--- src/rtl/ysyx_23060124_mem_pkg.sv ---
// Shared types for the IFU/LSU SRAM arbiter.
// FSM states, owner encodings and bus width defaults.
package ysyx_23060124_mem_pkg;

  localparam int ADDR_W = 32;
  localparam int DATA_W = 32;

  typedef enum logic [1:0] {
    S_IDLE,
    S_SREQ,
    S_SRSP
  } state_t;

  typedef enum logic [1:0] {
    OWN_NONE,
    OWN_IFU,
    OWN_LSU
  } owner_t;

endpackage

--- src/rtl/ysyx_23060124_rr_arb2.sv ---
// Two-input round-robin arbiter, bit 0 = IFU, bit 1 = LSU.
// last_grant starts at LSU so the IFU wins the first conflict.
module ysyx_23060124_rr_arb2
  import ysyx_23060124_mem_pkg::*;
(
  input  logic       clk,
  input  logic       ifu_rst,
  input  logic [1:0] req,
  input  logic       grant_en,
  output logic [1:0] gnt
);

  logic last_lsu;

  always_comb begin
    gnt = 2'b00;
    unique case (req)
      2'b11:   gnt = last_lsu ? 2'b01 : 2'b10;
      2'b01:   gnt = 2'b01;
      2'b10:   gnt = 2'b10;
      default: gnt = 2'b00;
    endcase
  end

  always_ff @(posedge clk or negedge ifu_rst) begin
    if (!ifu_rst) begin
      last_lsu <= 1'b1;
    end else if (grant_en && (gnt != 2'b00)) begin
      last_lsu <= gnt[1];
    end
  end

endmodule

--- src/rtl/ysyx_23060124_mem_arbiter.sv ---
// Shares the single SRAM port between IFU and LSU.
// One transaction in flight; response routed back to its owner.
module ysyx_23060124_mem_arbiter
  import ysyx_23060124_mem_pkg::*;
#(
  parameter int ADDR_W = ysyx_23060124_mem_pkg::ADDR_W,
  parameter int DATA_W = ysyx_23060124_mem_pkg::DATA_W
) (
  input  logic              clk,
  input  logic              ifu_rst,

  input  logic              ifu_req_valid,
  output logic              ifu_req_ready,
  input  logic [ADDR_W-1:0] ifu_req_addr,
  output logic              ifu_rsp_valid,
  input  logic              ifu_rsp_ready,
  output logic [DATA_W-1:0] ifu_rsp_rdata,
  output logic              ifu_rsp_err,

  input  logic              lsu_req_valid,
  output logic              lsu_req_ready,
  input  logic [ADDR_W-1:0] lsu_req_addr,
  input  logic              lsu_req_wen,
  input  logic [DATA_W-1:0] lsu_req_wdata,
  input  logic [DATA_W/8-1:0] lsu_req_wmask,
  output logic              lsu_rsp_valid,
  input  logic              lsu_rsp_ready,
  output logic [DATA_W-1:0] lsu_rsp_rdata,
  output logic              lsu_rsp_err,

  output logic              s_req_valid,
  input  logic              s_req_ready,
  output logic [ADDR_W-1:0] s_req_addr,
  output logic              s_req_wen,
  output logic [DATA_W-1:0] s_req_wdata,
  output logic [DATA_W/8-1:0] s_req_wmask,
  input  logic              s_rsp_valid,
  output logic              s_rsp_ready,
  input  logic [DATA_W-1:0] s_rsp_rdata,
  input  logic              s_rsp_err
);

  state_t              state;
  owner_t              owner;
  logic [ADDR_W-1:0]   h_addr;
  logic                h_wen;
  logic [DATA_W-1:0]   h_wdata;
  logic [DATA_W/8-1:0] h_wmask;

  logic [1:0] gnt;
  logic       idle;
  logic       accept;
  logic       ifu_own;
  logic       lsu_own;

  // Reset gates the grant so no ready leaks out while held in reset.
  assign idle   = (state == S_IDLE) && ifu_rst;
  assign ifu_req_ready = idle && gnt[0];
  assign lsu_req_ready = idle && gnt[1];
  assign accept = ifu_req_ready || lsu_req_ready;

  ysyx_23060124_rr_arb2 u_arb (
    .clk      (clk),
    .ifu_rst  (ifu_rst),
    .req      ({lsu_req_valid, ifu_req_valid}),
    .grant_en (accept),
    .gnt      (gnt)
  );

  always_ff @(posedge clk or negedge ifu_rst) begin
    if (!ifu_rst) begin
      state   <= S_IDLE;
      owner   <= OWN_NONE;
      h_addr  <= '0;
      h_wen   <= 1'b0;
      h_wdata <= '0;
      h_wmask <= '0;
    end else begin
      unique case (state)
        S_IDLE: begin
          if (accept) begin
            state <= S_SREQ;
            if (gnt[0]) begin
              owner   <= OWN_IFU;
              h_addr  <= ifu_req_addr;
              h_wen   <= 1'b0;
              h_wdata <= '0;
              h_wmask <= '0;
            end else begin
              owner   <= OWN_LSU;
              h_addr  <= lsu_req_addr;
              h_wen   <= lsu_req_wen;
              h_wdata <= lsu_req_wdata;
              h_wmask <= lsu_req_wmask;
            end
          end
        end
        S_SREQ: begin
          if (s_req_ready) state <= S_SRSP;
        end
        S_SRSP: begin
          if (s_rsp_valid && s_rsp_ready) begin
            state <= S_IDLE;
            owner <= OWN_NONE;
          end
        end
        default: state <= S_IDLE;
      endcase
    end
  end

  assign s_req_valid = (state == S_SREQ);
  assign s_req_addr  = h_addr;
  assign s_req_wen   = h_wen;
  assign s_req_wdata = h_wdata;
  assign s_req_wmask = h_wmask;

  assign ifu_own = (state == S_SRSP) && (owner == OWN_IFU);
  assign lsu_own = (state == S_SRSP) && (owner == OWN_LSU);

  assign s_rsp_ready = (ifu_own && ifu_rsp_ready) ||
                       (lsu_own && lsu_rsp_ready);

  assign ifu_rsp_valid = ifu_own && s_rsp_valid;
  assign ifu_rsp_rdata = ifu_own ? s_rsp_rdata : '0;
  assign ifu_rsp_err   = ifu_own && s_rsp_err;

  // Writes return no data even if the SRAM drives its bus.
  assign lsu_rsp_valid = lsu_own && s_rsp_valid;
  assign lsu_rsp_rdata = (lsu_own && !h_wen) ? s_rsp_rdata : '0;
  assign lsu_rsp_err   = lsu_own && s_rsp_err;

endmodule

--- config.mk ---
export PLATFORM = sky130hd
export DESIGN_NAME = ysyx_23060124_mem_arbiter
export DESIGN_NICKNAME = d
export VERILOG_FILES = /design/src/rtl/ysyx_23060124_mem_pkg.sv /design/src/rtl/ysyx_23060124_rr_arb2.sv /design/src/rtl/ysyx_23060124_mem_arbiter.sv
export SDC_FILE = /design/constraint.sdc
export NUM_CORES = 1
export LEC_CHECK = 0
export ABC_AREA = 1
export CAP_MARGIN = 20
export CELL_PAD_IN_SITES_DETAIL_PLACEMENT = 1
export CELL_PAD_IN_SITES_GLOBAL_PLACEMENT = 1
export CORE_ASPECT_RATIO = 1.4
export CORE_MARGIN = 1
export CORE_UTILIZATION = 22
export CTS_CLUSTER_SIZE = 14
export DETAILED_ROUTE_END_ITERATION = 10
export PLACE_DENSITY_LB_ADDON = 0.1
export SLEW_MARGIN = 20
export SYNTH_ARGS = -nofsm -noshare
export SYNTH_HDL_FRONTEND = slang
export SYNTH_SLANG_ARGS = --single-unit
--- constraint.sdc ---
create_clock -name clk -period 2.4 [get_ports clk]
set_clock_uncertainty 0.15 [all_clocks]
set_input_delay 0.48 -clock clk [delete_from_list [all_inputs] [get_ports clk]]
set_output_delay 0.48 -clock clk [all_outputs]
set_load 0.05 [all_outputs]
# Word level (Yosys, flattened, before mapping)
# Index checks and enable logic that the tools add are counted.
dict set report word_totals {
  reg_bits 74
  inputBits 142
  out_inout_bits 141
  wordCells 55
}
dict set report op_classes {
  eq_ne 10
  muxes 15
  n_reduce_logical 23
}
# operator count
set op_table {}
lappend op_table {{32-bit two-way mux} 4}
lappend op_table {{1-bit logical AND} 14}
lappend op_table {{2-bit two-way mux} 6}
lappend op_table {{2-bit one-hot mux with 3 select lines} 2}
lappend op_table {{2-bit == test (second input constant)} 4}
lappend op_table {{2-bit by 1-bit == test with 1-bit output (second input constant)} 3}
lappend op_table {{3-bit AND reduction} 2}
lappend op_table {{4-bit two-way mux} 1}
lappend op_table {{2-bit by 1-bit inequality test with 1-bit output (second input constant)} 2}
lappend op_table {{2-bit one-hot mux with 2 select lines} 1}
lappend op_table {{2-bit nonzero test} 2}
lappend op_table {{2-bit zero test} 1}
lappend op_table {{1-bit logical OR} 2}
lappend op_table {{2-bit inequality test (second input constant)} 1}
lappend op_table {{2-bit AND reduction} 1}
lappend op_table {{1-bit zero test} 1}
lappend op_table {{1-bit two-way mux} 1}

# Longest topological paths before layout
dict set report logic_depth {
  depth_word 7
  depth_mapped 9
  ltp_nobuf 9
}

# Hierarchy
# A second synthesis with hierarchy kept.
dict set report hier_totals {
  cells_unflattened 490
  hier_area_um2 3623.5
}
# module instances cells_per_inst area_each_um2 seq_area_each_um2
set modules_own_cells {}
lappend modules_own_cells {ysyx_23060124_mem_arbiter 1 481 3557.2 1826.8}
lappend modules_own_cells {ysyx_23060124_rr_arb2 1 9 66.3 26.3}

# Least setup slack after synthesis
# OpenSTA, ideal clock, no wires.
dict set report synth_path {
  path_kind {register to output}
  startpoint {reg state[1]}
  endpoint {out ifu_rsp_rdata[10]}
  t_arrival_ps 1707
  required_time_ps 1770
  setup_slack_ps 63
  path_stages_with_launch 6
  n_path_buf 1
  cell_sequence {dfrtp_1 > inv_1 > nor2_1 > nand2_1 > clkbuf_1 > nor2_1}
}
dict set report synth_between {
  elab_chain_cells 3
}
# element line_no
set synth_lines {}
lappend synth_lines {{start: declaration} ysyx_23060124_mem_arbiter.sv:43} ;# state_t state;
lappend synth_lines {{start signal: assignment} ysyx_23060124_mem_arbiter.sv:72} ;# state <= S_IDLE;
lappend synth_lines {{start signal: assignment} ysyx_23060124_mem_arbiter.sv:82} ;# state <= S_SREQ;
lappend synth_lines {{start signal: assignment} ysyx_23060124_mem_arbiter.sv:99} ;# if (s_req_ready) state <= S_SRSP;
lappend synth_lines {{2-bit == test} ysyx_23060124_mem_arbiter.sv:118} ;# assign ifu_own = (state == S_SRSP) && (owner == OWN_IFU);
lappend synth_lines {{1-bit logical AND} ysyx_23060124_mem_arbiter.sv:118}
lappend synth_lines {{32-bit two-way mux} ysyx_23060124_mem_arbiter.sv:125} ;# assign ifu_rsp_rdata = ifu_own ? s_rsp_rdata : '0;
lappend synth_lines {{end: declaration} ysyx_23060124_mem_arbiter.sv:17} ;# output logic [DATA_W-1:0] ifu_rsp_rdata,
# No other way between the ends.

# Final worst setup path
dict set report layout_path {
  startpoint {in lsu_req_valid}
  endpoint {out ifu_req_ready}
}
dict set report layout_between {
  elab_chain_cells 3
  word_cells_on_any_way 5
  classes_between {eq/ne: 3; mux: 1; reduce/logical: 1}
}
# element line_no
set layout_lines {}
lappend layout_lines {{start: declaration} ysyx_23060124_mem_arbiter.sv:20} ;# input logic lsu_req_valid,
lappend layout_lines {{2-bit == test or 2-bit by 1-bit == test with 1-bit output (tied branches)} ysyx_23060124_rr_arb2.sv:17} ;# unique case (req)
lappend layout_lines {{2-bit one-hot mux with 3 select lines (*)} ysyx_23060124_rr_arb2.sv:17}
lappend layout_lines {{1-bit logical AND (*)} ysyx_23060124_mem_arbiter.sv:58} ;# assign ifu_req_ready = idle && gnt[0];
lappend layout_lines {{end: declaration} ysyx_23060124_mem_arbiter.sv:13} ;# output logic ifu_req_ready,
# Mark *: on every way between the ends. The rest lies on a longest branch, timed or not.

==> metrics.md <==
| Metric | Value |
|---|---|
| Die Area | `16600 µm²` |
| Register bit total from synthesis | `74` |
| Setup Fix Bufs, Post-CTS | `0` |
| Required time of the critical path | `1.77 ns` |
| Buffer type at the clock tree root | `clkbuf_16` |
| Die outline height | `152 µm` |
| Area fraction in and, or, nand and nor cells after synthesis | `0.207` |
| Synth Instances | `409` |
| Number of top-level pins | `283` |
| Cell depth of the worst flop-to-flop path | `7` |
| Crit start category | `primary input` |
| Met1 Use GR | `0.204` |
| Total Routing Usage GR | `0.189` |
| Drc violations | `0` |
| Detailed-placement wirelength estimate | `roughly 12000 µm` |
| Most instantiated library cell after synthesis | `nor2_1` |
| Overall power after layout | `9.06 mW` |
| Minimum setup slack in the final design | `0.129 ns` |
| Commonest register cell after synthesis | `dfrtp_1` |
| Global placement routability congestion | `0.789` |
| Parity-gate share of the synthesized area counting xor and xnor cells | `0` |
| Via count of the first global-routing pass | `4257` |
| Hold-fix buffers, CTS | `0` |
| Outcome | `finished clean` |
| Number of antenna violations at the first check in global routing | `1` |
| TritonCTS Buffers | `9` |
| Initial Utilization | `0.226` |
| Dominant combinational cell family by area after synthesis | `simple AND/OR/NAND/NOR gates` |
| Worst setup path startpoint | `lsu_req_valid` |
| Number of nets in the final layout | `829` |
| Quantity of I/O buffers inserted on ports | `282` |
| Reg2Reg Launch Point | `state[0]` |
| Syn nets | `between 500 and 600` |
| Global routing's busiest layer | `met2` |
| Clock tree from TritonCTS | `done` |
| Avg Vias per Cell | `between 4 and 5` |
| Layout Utilization | `0.488` |
| Power per Cell Area | `1190 nW/µm²` |
| Share of synthesized area spent on multiplexers | `0` |
| Max Clk Rate | `440 MHz` |
| Complex-gate fraction of the synthesized area | `0.176` |
| Post-route ant nets | `0` |
| Number of warnings reported in the yosys synthesis log | `0` |
| Die width | `109 µm` |
| Count of flip-flops with a built-in enable after synthesis | `0` |
| Standard-cell row count | `54` |
| Type of destination of the critical path | `primary output` |
| Leak Pwr | `3.37 nW` |
| Portion of synthesized cell area occupied by the leading cell type | `0.518` |
| Via count | `3950` |
| Initial drt markers | `127` |
| Area contributors post-synth | `dfrtp_1 52%, nor2_1 15%, a22o_1 8.9%` |
| Maximum fanout along the worst path | `3` |
| Setup CP Type | `in -> out` |
| Area of the placeable core | `~16000 µm²` |
| Drt first pass iters | `4` |
| WL final | `roughly 15000 µm` |
| Per-instance average area after synthesis | `8.63 µm²` |
| Commonest cells in the netlist | `138 x nor2_1, 73 x dfrtp_1, 46 x nand2_1` |
| Headroom to the max-slew limit | `0.344` |
| Routing usage on met3 | `0.0553` |
| Setup_tns | `0 ns` |
| Number of maximum-capacitance constraint violations | `0` |
| Minimum clock period | `2.27 ns` |
| Final count of negative-setup-slack endpoints | `0` |
| Clk buf depth | `2` |
| Max-slew violation count | `0` |
| Count of final hold-check violations | `0` |
| Average wire per standard cell | `around 17 µm` |
| Clock H-tree levels | `3` |
| Global-route congestion overflow total | `0` |
| Distinct cell type count of the synthesized netlist | `18` |
| Count of filler cells inserted in the layout | `1729` |
| Layout Area Growth over Synthesis | `116%` |
| Pin count of the biggest net entering global routing | `75` |
| Tightest Pin Transition | `0.984 ns` |
| Sinks on Clock Net | `74` |
| Data arrival time of the worst path | `approximately 1.6 ns` |
| Global-route wire length before repair | `between 20000 and 25000 µm` |
| Share of synthesized registers carrying an async set or reset | `1.00` |
| Dominant cell type by area after synthesis | `dfrtp_1` |
| Proportion of layout cells with a drive suffix above 1 | `0.213` |
| Peak VDD IR | `553 µV` |
| Area share of fa/ha/maj cells after synthesis | `0` |
| Total area of multi-input combinational cells | `1430 µm²` |
| Part of the Yosys area used for sequential elements | `0.525` |
| Worst-case setup slack after placement | `0.0830 ns` |
| Netlist area before placement | `3530 µm²` |
| Storage element area | `1850 µm²` |
| RSZ-0062 raised after global routing | `false` |
| Final worst-path cycle share | `0.946` |
| Met2 track utilization from global routing | `0.339` |
| Register clock-pin slew on the reported worst setup and hold paths | `0.06 ns` |
| Worst hold-check path type | `in -> async` |
| Source-to-sink clock delay at the later pin of the worst-skew pair | `0.32 ns` |
| Setup slack of the most critical reg-to-reg path | `0.57 ns` |
==> cell families (layout without fill, tap and decap cells) <==
family	Yosys count	after routing
compound gates	72	72
buf+inv	72	354
flops	74	74
other cells	0	1
simple gates	191	191
==> worst max-delay path: stages <==
cell and delay [ns]:
clkdlybuf4s50_1 0.49, a21oi_4 0.19, inv_2 0.06, nor2_1 0.24
buf_12 0.18
==> sequential cells by signal, indices dropped and copies added, names as in the netlist <==
| name | count |
|---|---|
| owner | 2 |
| s_req_addr | 32 |
| s_req_wdata | 32 |
| s_req_wen | 1 |
| s_req_wmask | 4 |
| state | 2 |
| u_arb.last_lsu | 1 |
==> where the power goes <==
group / switching [mW] / internal, mW / total, mW
sequential: 0.348 / 1.86 / 2.21
clock: 0.501 / 0.797 / 1.30
combinational: 3.56 / 1.99 / 5.55
total: 4.41 / 4.65 / 9.06
==> layout by cell type (no fill, tap or decap), types with 2 or more instances in the layout <==
cell type	instances
nand2_1	46
a22o_1	36
buf_12	72
clkdlybuf4s50_1	208
o31ai_1	27
inv_2	2
nor2_2	36
dfrtp_1	73
o31ai_2	6
inv_1	42
buf_4	13
o21ai_0	2
nand3_1	4
clkbuf_16	9
nor2_1	104
clkinv_2	3
==> repair_timing <==
action	in CTS	in global routing
gates resized for setup	2	33
pin swaps	0	0
endpoints found under the setup margin	2	66
==> final timing paths <==
check,end
max in group asynchronous,s_req_wdata[23]
min in group clk,s_req_addr[7]
worst min-delay path,s_req_addr[14]
worst max register to register,s_req_addr[30]
worst max-delay path,ifu_req_ready
worst min register to register,s_req_addr[7]
==> per-stage QoR <==
step                cell area, µm²  hold slack, ns  std cells
floorplan                     3530          0.0344        409
global placement              7250           0.315        872
detailed placement            7250           0.322        872
CTS                           7540           0.312        887
global route                  7620           0.336        888
finish                        7620           0.264        888
==> layout make-up <==
cell class / instances / area share
inverters: 45 / 0.0223
repair buffers: 294 / 0.477
multi-input cells: 263 / 0.188
flip-flops and latches: 74 / 0.243
well taps: 196 / 0.0322
clock inverters: 5 / 0.00739
diodes: 1 / 0.000328
clock buffers: 10 / 0.0300
==> per-layer routing <==
metal | share of wire | vias to the layer above | wire length [µm]
met2 | 0.53 | 186 | 8080
met3 | 0.091 | 23 | 1390
li1 | - | 1870 | -
met5 | 0 | - | 0
met4 | 0.022 | 0 | 334
met1 | 0.36 | 1871 | 5510
Note: power is estimated with default switching activity, not from simulation.
